### config.mk
export PLATFORM = sky130hd
export DESIGN_NAME = melody_sequencer
export DESIGN_NICKNAME = d
export VERILOG_FILES = /design/src/rtl/audio_pkg.sv /design/src/rtl/melody_sequencer.sv
export SDC_FILE = /design/constraint.sdc
export NUM_CORES = 1
export LEC_CHECK = 0
export CAP_MARGIN = 20
export CORE_AREA = 2 2 179 93
export CTS_BUF_LIST = sky130_fd_sc_hd__clkbuf_16
export DETAILED_ROUTE_END_ITERATION = 7
export DIE_AREA = 0 0 181 95
export GPL_TIMING_DRIVEN = 0
export PLACE_DENSITY = 0.62
export REMOVE_ABC_BUFFERS = 1
export SLEW_MARGIN = 5
export SYNTH_ARGS = -nofsm -noshare
export SYNTH_HDL_FRONTEND = slang
export SYNTH_SLANG_ARGS = --single-unit
### constraint.sdc
create_clock -name clk -period 3.05 [get_ports clk]
set_input_delay 0.61 -clock clk [delete_from_list [all_inputs] [get_ports clk]]
set_output_delay 0.61 -clock clk [all_outputs]
set_load 0.01 [all_outputs]
### src/rtl/audio_pkg.sv
// Shared audio definitions: sequencer state encoding, song-table word layout
// and equal-tempered note frequencies (C4..B5) in whole hertz.
package audio_pkg;

   typedef enum logic [2:0] {
      ST_IDLE   = 3'd0,
      ST_FETCH  = 3'd1,
      ST_LOAD   = 3'd2,
      ST_PLAY   = 3'd3,
      ST_GAP    = 3'd4,
      ST_PAUSED = 3'd5
   } seq_state_e;

   localparam int DUR_W   = 4;
   localparam int HZ_W    = 12;
   localparam int WORD_W  = 16;
   localparam int DUR_LSB = 12;
   localparam int HZ_LSB  = 0;

   localparam logic [HZ_W-1:0] NOTE_C4  = 12'd262;
   localparam logic [HZ_W-1:0] NOTE_CS4 = 12'd277;
   localparam logic [HZ_W-1:0] NOTE_D4  = 12'd294;
   localparam logic [HZ_W-1:0] NOTE_DS4 = 12'd311;
   localparam logic [HZ_W-1:0] NOTE_E4  = 12'd330;
   localparam logic [HZ_W-1:0] NOTE_F4  = 12'd349;
   localparam logic [HZ_W-1:0] NOTE_FS4 = 12'd370;
   localparam logic [HZ_W-1:0] NOTE_G4  = 12'd392;
   localparam logic [HZ_W-1:0] NOTE_GS4 = 12'd415;
   localparam logic [HZ_W-1:0] NOTE_A4  = 12'd440;
   localparam logic [HZ_W-1:0] NOTE_AS4 = 12'd466;
   localparam logic [HZ_W-1:0] NOTE_B4  = 12'd494;
   localparam logic [HZ_W-1:0] NOTE_C5  = 12'd523;
   localparam logic [HZ_W-1:0] NOTE_CS5 = 12'd554;
   localparam logic [HZ_W-1:0] NOTE_D5  = 12'd587;
   localparam logic [HZ_W-1:0] NOTE_DS5 = 12'd622;
   localparam logic [HZ_W-1:0] NOTE_E5  = 12'd659;
   localparam logic [HZ_W-1:0] NOTE_F5  = 12'd698;
   localparam logic [HZ_W-1:0] NOTE_FS5 = 12'd740;
   localparam logic [HZ_W-1:0] NOTE_G5  = 12'd784;
   localparam logic [HZ_W-1:0] NOTE_GS5 = 12'd831;
   localparam logic [HZ_W-1:0] NOTE_A5  = 12'd880;
   localparam logic [HZ_W-1:0] NOTE_AS5 = 12'd932;
   localparam logic [HZ_W-1:0] NOTE_B5  = 12'd988;

   function automatic logic [WORD_W-1:0] note_word(input logic [DUR_W-1:0] dur,
                                                   input logic [HZ_W-1:0]  hz);
      return {dur, hz};
   endfunction

endpackage

### src/rtl/melody_sequencer.sv
// Walks a (duration, hz) song table and drives the buzzer frequency, with a
// silent articulation gap at the end of every note and start/stop/pause control.
module melody_sequencer
   import audio_pkg::*;
#(
   parameter int UNIT_CYCLES = 6_250_000,
   parameter int GAP_CYCLES  = 500_000,
   parameter int SONG_LEN    = 32,
   parameter int ADDR_W      = 5
) (
   input  logic              clk,
   input  logic              rst,
   input  logic              start,
   input  logic              stop,
   input  logic              pause,
   input  logic              loop_en,
   output logic [ADDR_W-1:0] rom_addr,
   input  logic [WORD_W-1:0] rom_data,
   output logic [HZ_W-1:0]   hz,
   output logic              busy,
   output logic              done,
   output logic [ADDR_W-1:0] note_idx
);

   localparam int                CNT_W     = $clog2(15 * UNIT_CYCLES);
   localparam logic [CNT_W-1:0]  GAP_LOAD  = CNT_W'(GAP_CYCLES - 1);
   localparam logic [ADDR_W-1:0] LAST_ADDR = ADDR_W'(SONG_LEN - 1);

   seq_state_e        state_q, state_d;
   seq_state_e        saved_q, saved_d;
   logic [CNT_W-1:0]  cnt_q, cnt_d;
   logic [ADDR_W-1:0] addr_q, addr_d;
   logic [ADDR_W-1:0] idx_q, idx_d;
   logic [HZ_W-1:0]   hz_q, hz_d;
   logic [HZ_W-1:0]   note_q, note_d;
   logic              busy_q, busy_d;
   logic              done_q, done_d;
   logic              end_song_s;

   logic [DUR_W-1:0]  dur_s;
   logic [HZ_W-1:0]   rom_hz_s;
   logic [CNT_W-1:0]  play_load_s;

   assign dur_s       = rom_data[DUR_LSB +: DUR_W];
   assign rom_hz_s    = rom_data[HZ_LSB +: HZ_W];
   assign play_load_s = CNT_W'(32'(dur_s) * 32'(UNIT_CYCLES) - 32'(GAP_CYCLES) - 32'd1);

   // Next-state and next-output logic
   always_comb begin
      state_d    = state_q;
      saved_d    = saved_q;
      cnt_d      = cnt_q;
      addr_d     = addr_q;
      idx_d      = idx_q;
      hz_d       = hz_q;
      note_d     = note_q;
      done_d     = 1'b0;
      end_song_s = 1'b0;

      case (state_q)
         ST_IDLE: begin
            if (start && !stop && !pause) begin
               state_d = ST_FETCH;
               addr_d  = '0;
            end else begin
               state_d = ST_IDLE;
            end
         end
         ST_FETCH: state_d = ST_LOAD;
         ST_LOAD: begin
            if (dur_s == 4'd0) begin
               end_song_s = 1'b1;
            end else begin
               hz_d    = rom_hz_s;
               note_d  = rom_hz_s;
               cnt_d   = play_load_s;
               idx_d   = addr_q;
               state_d = ST_PLAY;
            end
         end
         // A pause still consumes the current cycle, so the note keeps its length
         ST_PLAY: begin
            if (cnt_q == '0) begin
               hz_d    = '0;
               cnt_d   = GAP_LOAD;
               state_d = pause ? ST_PAUSED : ST_GAP;
               saved_d = pause ? ST_GAP : saved_q;
            end else begin
               cnt_d = cnt_q - 1'b1;
               if (pause) begin
                  hz_d    = '0;
                  saved_d = ST_PLAY;
                  state_d = ST_PAUSED;
               end else begin
                  state_d = ST_PLAY;
               end
            end
         end
         ST_GAP: begin
            if (cnt_q == '0) begin
               if (addr_q == LAST_ADDR) begin
                  end_song_s = 1'b1;
               end else begin
                  addr_d  = addr_q + 1'b1;
                  state_d = ST_FETCH;
               end
            end else begin
               cnt_d = cnt_q - 1'b1;
               if (pause) begin
                  saved_d = ST_GAP;
                  state_d = ST_PAUSED;
               end else begin
                  state_d = ST_GAP;
               end
            end
         end
         ST_PAUSED: begin
            if (pause) begin
               state_d = saved_q;
               hz_d    = (saved_q == ST_PLAY) ? note_q : '0;
            end else begin
               state_d = ST_PAUSED;
            end
         end
         default: begin
            state_d = ST_IDLE;
            hz_d    = '0;
         end
      endcase

      if (end_song_s) begin
         addr_d = '0;
         hz_d   = '0;
         if (loop_en) begin
            state_d = ST_FETCH;
         end else begin
            state_d = ST_IDLE;
            done_d  = 1'b1;
         end
      end else begin
         done_d = done_d;
      end

      if (stop && state_q != ST_IDLE) begin
         state_d = ST_IDLE;
         hz_d    = '0;
         addr_d  = '0;
         done_d  = 1'b0;
      end else begin
         state_d = state_d;
      end

      busy_d = (state_d != ST_IDLE);
   end

   // State and output registers
   always_ff @(posedge clk or posedge rst) begin
      if (rst) begin
         state_q <= ST_IDLE;
         saved_q <= ST_PLAY;
         cnt_q   <= '0;
         addr_q  <= '0;
         idx_q   <= '0;
         hz_q    <= '0;
         note_q  <= '0;
         busy_q  <= 1'b0;
         done_q  <= 1'b0;
      end else begin
         state_q <= state_d;
         saved_q <= saved_d;
         cnt_q   <= cnt_d;
         addr_q  <= addr_d;
         idx_q   <= idx_d;
         hz_q    <= hz_d;
         note_q  <= note_d;
         busy_q  <= busy_d;
         done_q  <= done_d;
      end
   end

   assign rom_addr = addr_q;
   assign note_idx = idx_q;
   assign hz       = hz_q;
   assign busy     = busy_q;
   assign done     = done_q;

endmodule

# Yosys cells after proc, flatten, opt, wreduce, memory -nomap -nowiden
# Index checks and enable logic that the tools add are counted.
[classes]
add_sub_neg = 4
n_mul = 1
n_eq_ne = 17
mux = 42
bitwise_logic = 1
n_reduce_logical = 19
[op_table]
columns = ["op", "n"]
rows = [
  ["12-bit two-way mux", 7],
  ["27-bit two-way mux", 3],
  ["27-bit one-hot mux with 3 select lines", 1],
  ["12-bit one-hot mux with 4 select lines", 1],
  ["3-bit two-way mux", 12],
  ["27-bit logical NOT", 1],
  ["27-bit by 1-bit subtractor with 27-bit output (second input constant)", 1],
  ["27-bit by 19-bit subtractor with 27-bit output (second input constant)", 1],
  ["27-bit by 2-bit subtractor with 27-bit output (second input constant)", 1],
  ["5-bit two-way mux", 5],
  ["4-bit by 19-bit multiplier with 23-bit output (second input constant)", 1],
  ["4-bit inequality test (second input constant)", 5],
  ["3-bit one-hot mux with 6 select lines", 1],
  ["5-bit one-hot mux with 2 select lines", 1],
  ["3-bit by 2-bit equality test with 1-bit output (second input constant)", 3],
  ["1-bit two-way mux", 9],
  ["3-bit nonzero test", 3],
  ["4-bit AND reduction", 2],
  ["3-bit equality test (second input constant)", 2],
  ["3-bit one-hot mux with 2 select lines", 1],
  ["3-bit AND reduction", 2],
  ["5-bit by 1-bit adder with 5-bit output (second input constant)", 1],
  ["5-bit equality test (second input constant)", 1],
  ["5-bit inequality test (second input constant)", 1],
  ["14 further kinds", 18],
]
[totals]
regBits = 69
inputBits = 22
output_inout_bits = 24
word_cells = 93

# Logic depth before layout (Yosys ltp)
# Gate-level depths: netlist (run 1).
[logic_depth]
word_depth = 8
depth_mapped = 14
depth_no_buf = 14

# Least setup slack after synthesis (run 1)
# Ideal clock, no wire load.
[synth_path]
kind = "input to register"
start = "input port rom_data[13]"
end = "register cnt_q[25]"
setup_time_ns = 0.126
arrival_ns = 4.414
path_slack_ns = -1.490
path_stages = 13
path_buffers = 0
cell_sequence = "fa_1 > inv_1 > fa_1 > inv_1 > fa_1 > a211o_1 > and2_1 > o311ai_0 > nand4_1 > o21ai_0 > and4bb_2 > xnor2_1 > a221o_1"
[synth_between]
elab_chain_len = 5
[synth_lines]
columns = ["item", "line", "rtl"]
rows = [
  ["start: declaration", "melody_sequencer.sv:18", "input logic [WORD_W-1:0] rom_data,"],
  ["4-bit by 19-bit multiplier with 23-bit output", "melody_sequencer.sv:46", "assign play_load_s = CNT_W'(32'(dur_s) * 32'(UNIT_CYCLES) - 32'(GAP_CYCLES) - 32'd1);"],
  ["27-bit by 19-bit subtractor with 27-bit output", "melody_sequencer.sv:46", ""],
  ["27-bit by 2-bit subtractor with 27-bit output", "melody_sequencer.sv:46", ""],
  ["27-bit two-way mux", "melody_sequencer.sv:71", "if (dur_s == 4'd0) begin"],
  ["27-bit one-hot mux with 3 select lines", "melody_sequencer.sv:60", "case (state_q)"],
  ["end signal: assignment", "melody_sequencer.sv:171", "cnt_q <= cnt_d;"],
  ["end: declaration", "melody_sequencer.sv:31", "logic [CNT_W-1:0] cnt_q, cnt_d;"],
]
# Parallel ways exist; a longest one is shown, timed or not. The select of a mux whose other input is x is not followed.
# A chain may end at the register's enable or synchronous reset.

# Worst setup path after layout (run 1)
[layout_path]
start = "input port rom_data[14]"
end = "register cnt_q[25]"
# Same word-level chain as after synthesis.

==> metrics.txt, run 1 <==
status=complete, but fails checks; failing checks=DRC, setup timing; chip width=181 µm; TritonCTS buffer count=9; Synth warnings=0; critical register-to-register path startpoint=cnt_q[1]; Lkg Pwr=3.01 nW; Hold Path Class=register to register; data required time of the worst path=3.26 ns; via/cell ratio=5.70; Setup CP Type=input pin to register; HPWL Detailed=11500 µm; IO Port Bufs=45; fillcell total=1514; number of synthesized flops with an enable pin=0; IO Count=46; Clk pin slew, worst setup/hold paths=0.05 ns; starting density of the core=0.340; clock root cell=clkbuf_16; Fmax=0.245 GHz; Final period util=1.34; worst hold slack=0.474 ns; largest net degree at the start of global routing=65; Setup crit start=rom_data[14]; Pwr Density=938 nW/µm²; Critical Path Fanout Max=5; mean area per synthesized cell=8.30 µm²; fin util=0.444; # diodes=0; Routed WL=16700 µm; setup tns final=-9.62 ns; via count=5308; Max Buffers Root-to-Sink=2; CTS tree=built; Final #Nets=776; Area Growth Syn to Fin=30.6%; Overflow after GRT=0; Least-Margin Pin Slew=0.897 ns; crit end category=register; RSZ-0062 raised after global routing=yes; source of the worst hold timing path=note_q[7]; Post-synth ARST share=1.00; Fin. Hold Viols=0; global-route wire length before repair=25900 µm; DIE AREA=17200 µm²; Die Ht=95 µm; PnR Total Power=6.60 mW; DR WL/cell=17.9 µm; Mapped Area=5390 µm²; Clock Skew=0.00376 ns; max-slew violations=0; CP startpoint kind=input pin; Syn Inst Count=649; post-synthesis mux area share=0.00186; Synth cell types=79; initial DRC count=541; setup ws final=-1.03 ns; top_reg_cell synth=dfrtp_1; drc violations=1; largest family of logic cells by synthesized area=compound AO/OA/AOI/OAI gates; xor/xnor share of the synthesized area=0.0341; post-synthesis sequential area ratio=0.321; # setup viols final=13; Worst-Skew Late Latency=0.33 ns; CTS Hold Buffers Added=0; GR Util All Layers=0.192; multi-input logic area=3830 µm²; Max Cap Viol=0; antenna violations before repair=0; layout cells sized above 1=0.193; post-synthesis simple-gate area fraction=0.242; sequential standard cell area=1730 µm²; adder-cell area share of the yosys netlist=0.0971; detailed-router iteration count before antenna repair=7; CP arrival=4.29 ns; Placer Congestion=0.901; Synth Register Bits=69; Sink Count=69; FP Rows=33; Final min period=4.08 ns; antenna viol nets, final=0; core footprint=15900 µm²; vias in the first global route=4791; Synth Area in Compound Gates=0.261; Max VDD drop=0.000458 V; H-Tree Depth=3; relative slew slack=0.396
-- cells by family (layout without fill, tap and decap cells) --
family,Yosys count,count (layout)
multiplexers,1,1
buffers and inverters,54,125
XOR/XNOR,21,21
adder cells (fa/ha/maj),37,37
AND/OR/NAND/NOR,262,262
flip-flops,69,69
AO/OA/AOI/OAI,205,207
-- area by class of cell --
cell class	count	share of cell area
clock buffer	9	0.0320
clock inverter	7	0.0151
inverter	24	0.0132
multi-input combinational	528	0.544
sequential	69	0.246
tap	210	0.0373
timing repair buffer	85	0.113
-- state kept, by name, summed over array words and instances (netlist names) --
signal,cells
cnt_q,27
hz,12
note_q,12
note_idx,5
rom_addr,5
saved_q,3
state_q,3
busy,1
done,1
-- cells in the final DEF, fill, tap and decap left out, types with 4 or more instances in the layout --
master / count
nand2_1: 94
dfrtp_1: 65
nor2_1: 58
a21oi_1: 46
o21ai_0: 43
clkdlybuf4s50_1: 41
buf_4: 36
inv_1: 23
ha_1: 23
a22oi_1: 14
nand3_1: 12
nor3_1: 10
xor2_1: 10
a21o_1: 9
nor2_2: 9
a211oi_2: 9
clkbuf_16: 9
nand2b_1: 8
nor2b_1: 8
a211oi_1: 8
or3_1: 7
xnor2_1: 7
o211ai_1: 7
fa_1: 7
a32oi_1: 6
nand4_1: 6
and3_1: 6
o21a_1: 5
o21ai_1: 5
a31oi_1: 5
buf_6: 5
and2_1: 4
nor3_2: 4
nor4_4: 4
a21oi_2: 4
-- metal layers --
layer	vias up	global-route usage	part of all wire
met5	-	0	0
met4	0	0.0312	0.0055
met3	11	0.0551	0.071
met2	183	0.252	0.40
met1	2607	0.305	0.53
li1	2507	-	-
-- repair_timing --
action | 4_1_cts | 5_1_grt
gates resized for setup | 64 | 39
endpoints found under the setup margin | 63 | 29
endpoints found under the hold margin | 0 | 0
buffers inserted | 13 | 24
pin swaps | 18 | 30
cloned | 2 | 0
-- worst max-delay path: stages --
cell and delay (ns):
buf_12 0.10, fa_1 0.56, inv_2 0.05, fa_1 0.49, inv_2 0.06, buf_4 0.14, ha_4 0.24, a211oi_4 0.38
o211ai_1 0.17, a221oi_2 0.39, nand4_1 0.22, o21ai_0 0.12, and4bb_2 0.27, xnor2_2 0.14, a221o_1 0.33
-- cells in the mapped netlist, types with 3 or more instances --
cell type / instances / area (µm²)
nand2_1: 95 / 357
dfrtp_1: 67 / 1680
nor2_1: 60 / 225
a21oi_1: 51 / 255
o21ai_0: 49 / 245
ha_1: 29 / 363
clkbuf_1: 25 / 93.8
inv_1: 24 / 90.1
nand3_1: 15 / 75.1
a22oi_1: 14 / 105
nor3_1: 12 / 60.1
xnor2_1: 11 / 96.3
xor2_1: 10 / 87.6
a211oi_1: 9 / 67.6
a211oi_2: 9 / 113
a21o_1: 9 / 67.6
nand2b_1: 9 / 56.3
fa_1: 8 / 160
nor2_2: 8 / 50.1
nor2b_1: 8 / 50.1
or3_1: 8 / 50.1
o211ai_1: 7 / 52.6
a32oi_1: 6 / 52.6
and3_1: 6 / 37.5
nand4_1: 6 / 37.5
nor4_1: 6 / 37.5
o21a_1: 6 / 45.0
a31oi_1: 5 / 31.3
and2_1: 5 / 31.3
o22ai_1: 4 / 25.0
a211o_1: 3 / 26.3
a22o_1: 3 / 26.3
nand3b_1: 3 / 22.5
nand4b_1: 3 / 26.3
-- worst paths after layout --
check                      cells after the start  slack [ns]          to
setup / recovery                              15       -1.03   cnt_q[25]
hold / removal                                 2        0.47   note_q[7]
setup reg to reg                               9       -0.03   cnt_q[23]
hold reg to reg                                2        0.47   note_q[7]
max in group asynchronous                      3        1.96  saved_q[1]
min in group asynchronous                      2        0.51    cnt_q[4]
-- stage by stage --
stage | area (µm²) | instances | worst slack (ns)
final | 7040 | 932 | -1.03
after global routing | 7040 | 932 | -1.13
after CTS | 6660 | 908 | -1.01
after detailed placement | 6020 | 877 | -2.72
after global placement | 5960 | 874 | -2.67
after floorplan | 5250 | 619 | -1.49
-- power by group --
part,internal (mW),total [mW],switching [mW]
Sequential,1.27,1.67,0.401
Combinational,1.60,3.75,2.16
Clock,0.788,1.18,0.392
Total,3.65,6.60,2.95
Power figures use the tool's default switching activity.
==> run 2, diff against run 1 <==
--- a/config.mk
+++ b/config.mk
@@ -6,12 +6,12 @@
 export NUM_CORES = 1
 export LEC_CHECK = 0
 export CAP_MARGIN = 20
-export CORE_AREA = 2 2 179 93
+export CORE_AREA = 2 2 160 84
 export CTS_BUF_LIST = sky130_fd_sc_hd__clkbuf_16
 export DETAILED_ROUTE_END_ITERATION = 7
-export DIE_AREA = 0 0 181 95
+export DIE_AREA = 0 0 162 86
 export GPL_TIMING_DRIVEN = 0
-export PLACE_DENSITY = 0.62
+export PLACE_DENSITY = 0.72
 export REMOVE_ABC_BUFFERS = 1
 export SLEW_MARGIN = 5
 export SYNTH_ARGS = -nofsm -noshare
==> run 2 against run 1 <==
  * The flow finishes with violations (setup timing)
  * Critical path depth down 1
  * Combinational power decreased by 2%
  * Fmax is 1.4% lower
  * Hold slack gained 0.0017 ns
  * Register-to-register slack hardly changed
  * Sequential cell count did not move
  * Utilization grew 11 points
  * Design area shrank 3.0%
  * Die area down 19%
  * First-iteration DRC count is 19% higher
  * Largest cell class unchanged
  * Largest power group unchanged
  * Highest routed layer unchanged
==> metrics.txt, run 2 (synthesized netlist as in run 1, its figures left out) <==
setup ws final=-1.09 ns; failing checks=setup timing; vias in the first global route=5094; worst hold stages=2; Final min period=4.14 ns; Die Ht=86 µm; CP arrival=4.33 ns; data required time of the worst path=3.24 ns; DIE AREA=13900 µm²; Hold Path Class=register to register; commonest cells after routing, fill and taps aside=nand2_1, dfrtp_1, nor2_1; Clk pin slew, worst setup/hold paths=0.06 ns; TritonCTS buffer count=9; layout cells sized above 1=0.177; IO Count=46; CTS Hold Buffers Added=0; GR Util All Layers=0.244; Routed WL=17000 µm; IO Port Bufs=45; Worst-Skew Late Latency=0.34 ns; starting density of the core=0.434; Final period util=1.36; Pwr Density=940 nW/µm²; cell area after layout=6830 µm²; largest net degree at the start of global routing=65; drc violations=0; Fmax=0.242 GHz; chip width=162 µm; Area Growth Syn to Fin=26.7%; global-route wire length before repair=26900 µm; Placed Area=5960 µm²; max FFs per register=27; fin util=0.550; Largest Register=cnt_q; max-slew violations=0; RSZ-0062 raised after global routing=yes; detailed-router iteration count before antenna repair=5; Setup CP Type=input pin to register; Lkg Pwr=2.91 nW; via count=5448; initial DRC count=643; Sink Count=69; relative slew slack=0.358; Max Buffers Root-to-Sink=2; Fin. Hold Viols=0; most common cell after layout, fill and taps aside=nand2_1; Clock Skew=0.00769 ns; Max VDD drop=0.000436 V; # setup viols final=13; antenna violations before repair=0; Overflow after GRT=0; clock root cell=clkbuf_16; DR WL/cell=19.4 µm; # diodes=0; reg2reg path depth=10; status=complete, but fails checks; CTS tree=built; via/cell ratio=6.19; Max Cap Viol=0; antenna viol nets, final=0; Placer Congestion=0.955; HPWL Detailed=11400 µm; FP Rows=29; Least-Margin Pin Slew=0.955 ns; H-Tree Depth=3; Critical Path Fanout Max=6; core footprint=12400 µm²; CP startpoint kind=input pin; crit end category=register; Final #Nets=764
[run 2: report_power, final]
group / internal [mW] / total, mW / switching, mW
Combinational: 1.47 / 3.68 / 2.21
Clock: 0.628 / 1.04 / 0.410
Sequential: 1.27 / 1.69 / 0.427
Total: 3.37 / 6.41 / 3.04
[run 2: final cells by class]
cell class                 count  area [µm²]
tap                          170         213
clock buffer                   9         225
clock inverter                 7        66.3
sequential                    69        1730
timing repair buffer          72         681
multi-input combinational    529        3820
inverter                      24        92.6
fill                        1059        5580
[run 2: final timing paths]
kind                              start           to  slack, ns
max                        rom_data[15]    cnt_q[24]      -1.09
min                         note_idx[4]  note_idx[4]       0.48
max reg2reg                    cnt_q[0]    cnt_q[24]      -0.03
min reg2reg                 note_idx[4]  note_idx[4]       0.48
max in group asynchronous           rst   saved_q[0]       2.01
min in group asynchronous           rst    cnt_q[11]       0.50
[run 2: worst max-delay path, stage by stage]
cell and delay [ns]:
buf_4 0.15, fa_1 0.52, inv_2 0.06, fa_1 0.50, inv_2 0.06, fa_2 0.38, a211o_1 0.34, a2111o_1 0.47
a21oi_2 0.14, and3b_2 0.25, nor4_4 0.34, nand3b_1 0.14, xor2_1 0.26, o21ai_1 0.10
[run 2: repair_timing]
item | CTS | global route
gates cloned | 3 | 0
gates resized for setup | 71 | 27
pin swaps | 20 | 19
endpoints found under the setup margin | 56 | 32
setup buffers | 16 | 9
[run 2: routing by layer]
metal | up-vias | global-route usage | wire [µm]
met1 | 2656 | 0.370 | 8060
met3 | 24 | 0.0740 | 1680
met2 | 286 | 0.340 | 7120
met5 | - | 0 | 0
li1 | 2482 | - | -
met4 | 0 | 0.0483 | 168
[run 2: stage by stage]
step                TNS (ns)  instances  setup WS [ns]  power (mW)  hold slack (ns)
floorplan             -12.95        619          -1.49        3.71            0.447
CTS                    -8.75        871         -0.992        6.07            0.480
global route          -11.46        880          -1.20        6.80            0.495
global placement     -108.75        834          -2.72        4.47            0.458
finish                -10.26        880          -1.09        6.41            0.476
detailed placement    -58.93        836          -2.82        4.64            0.461
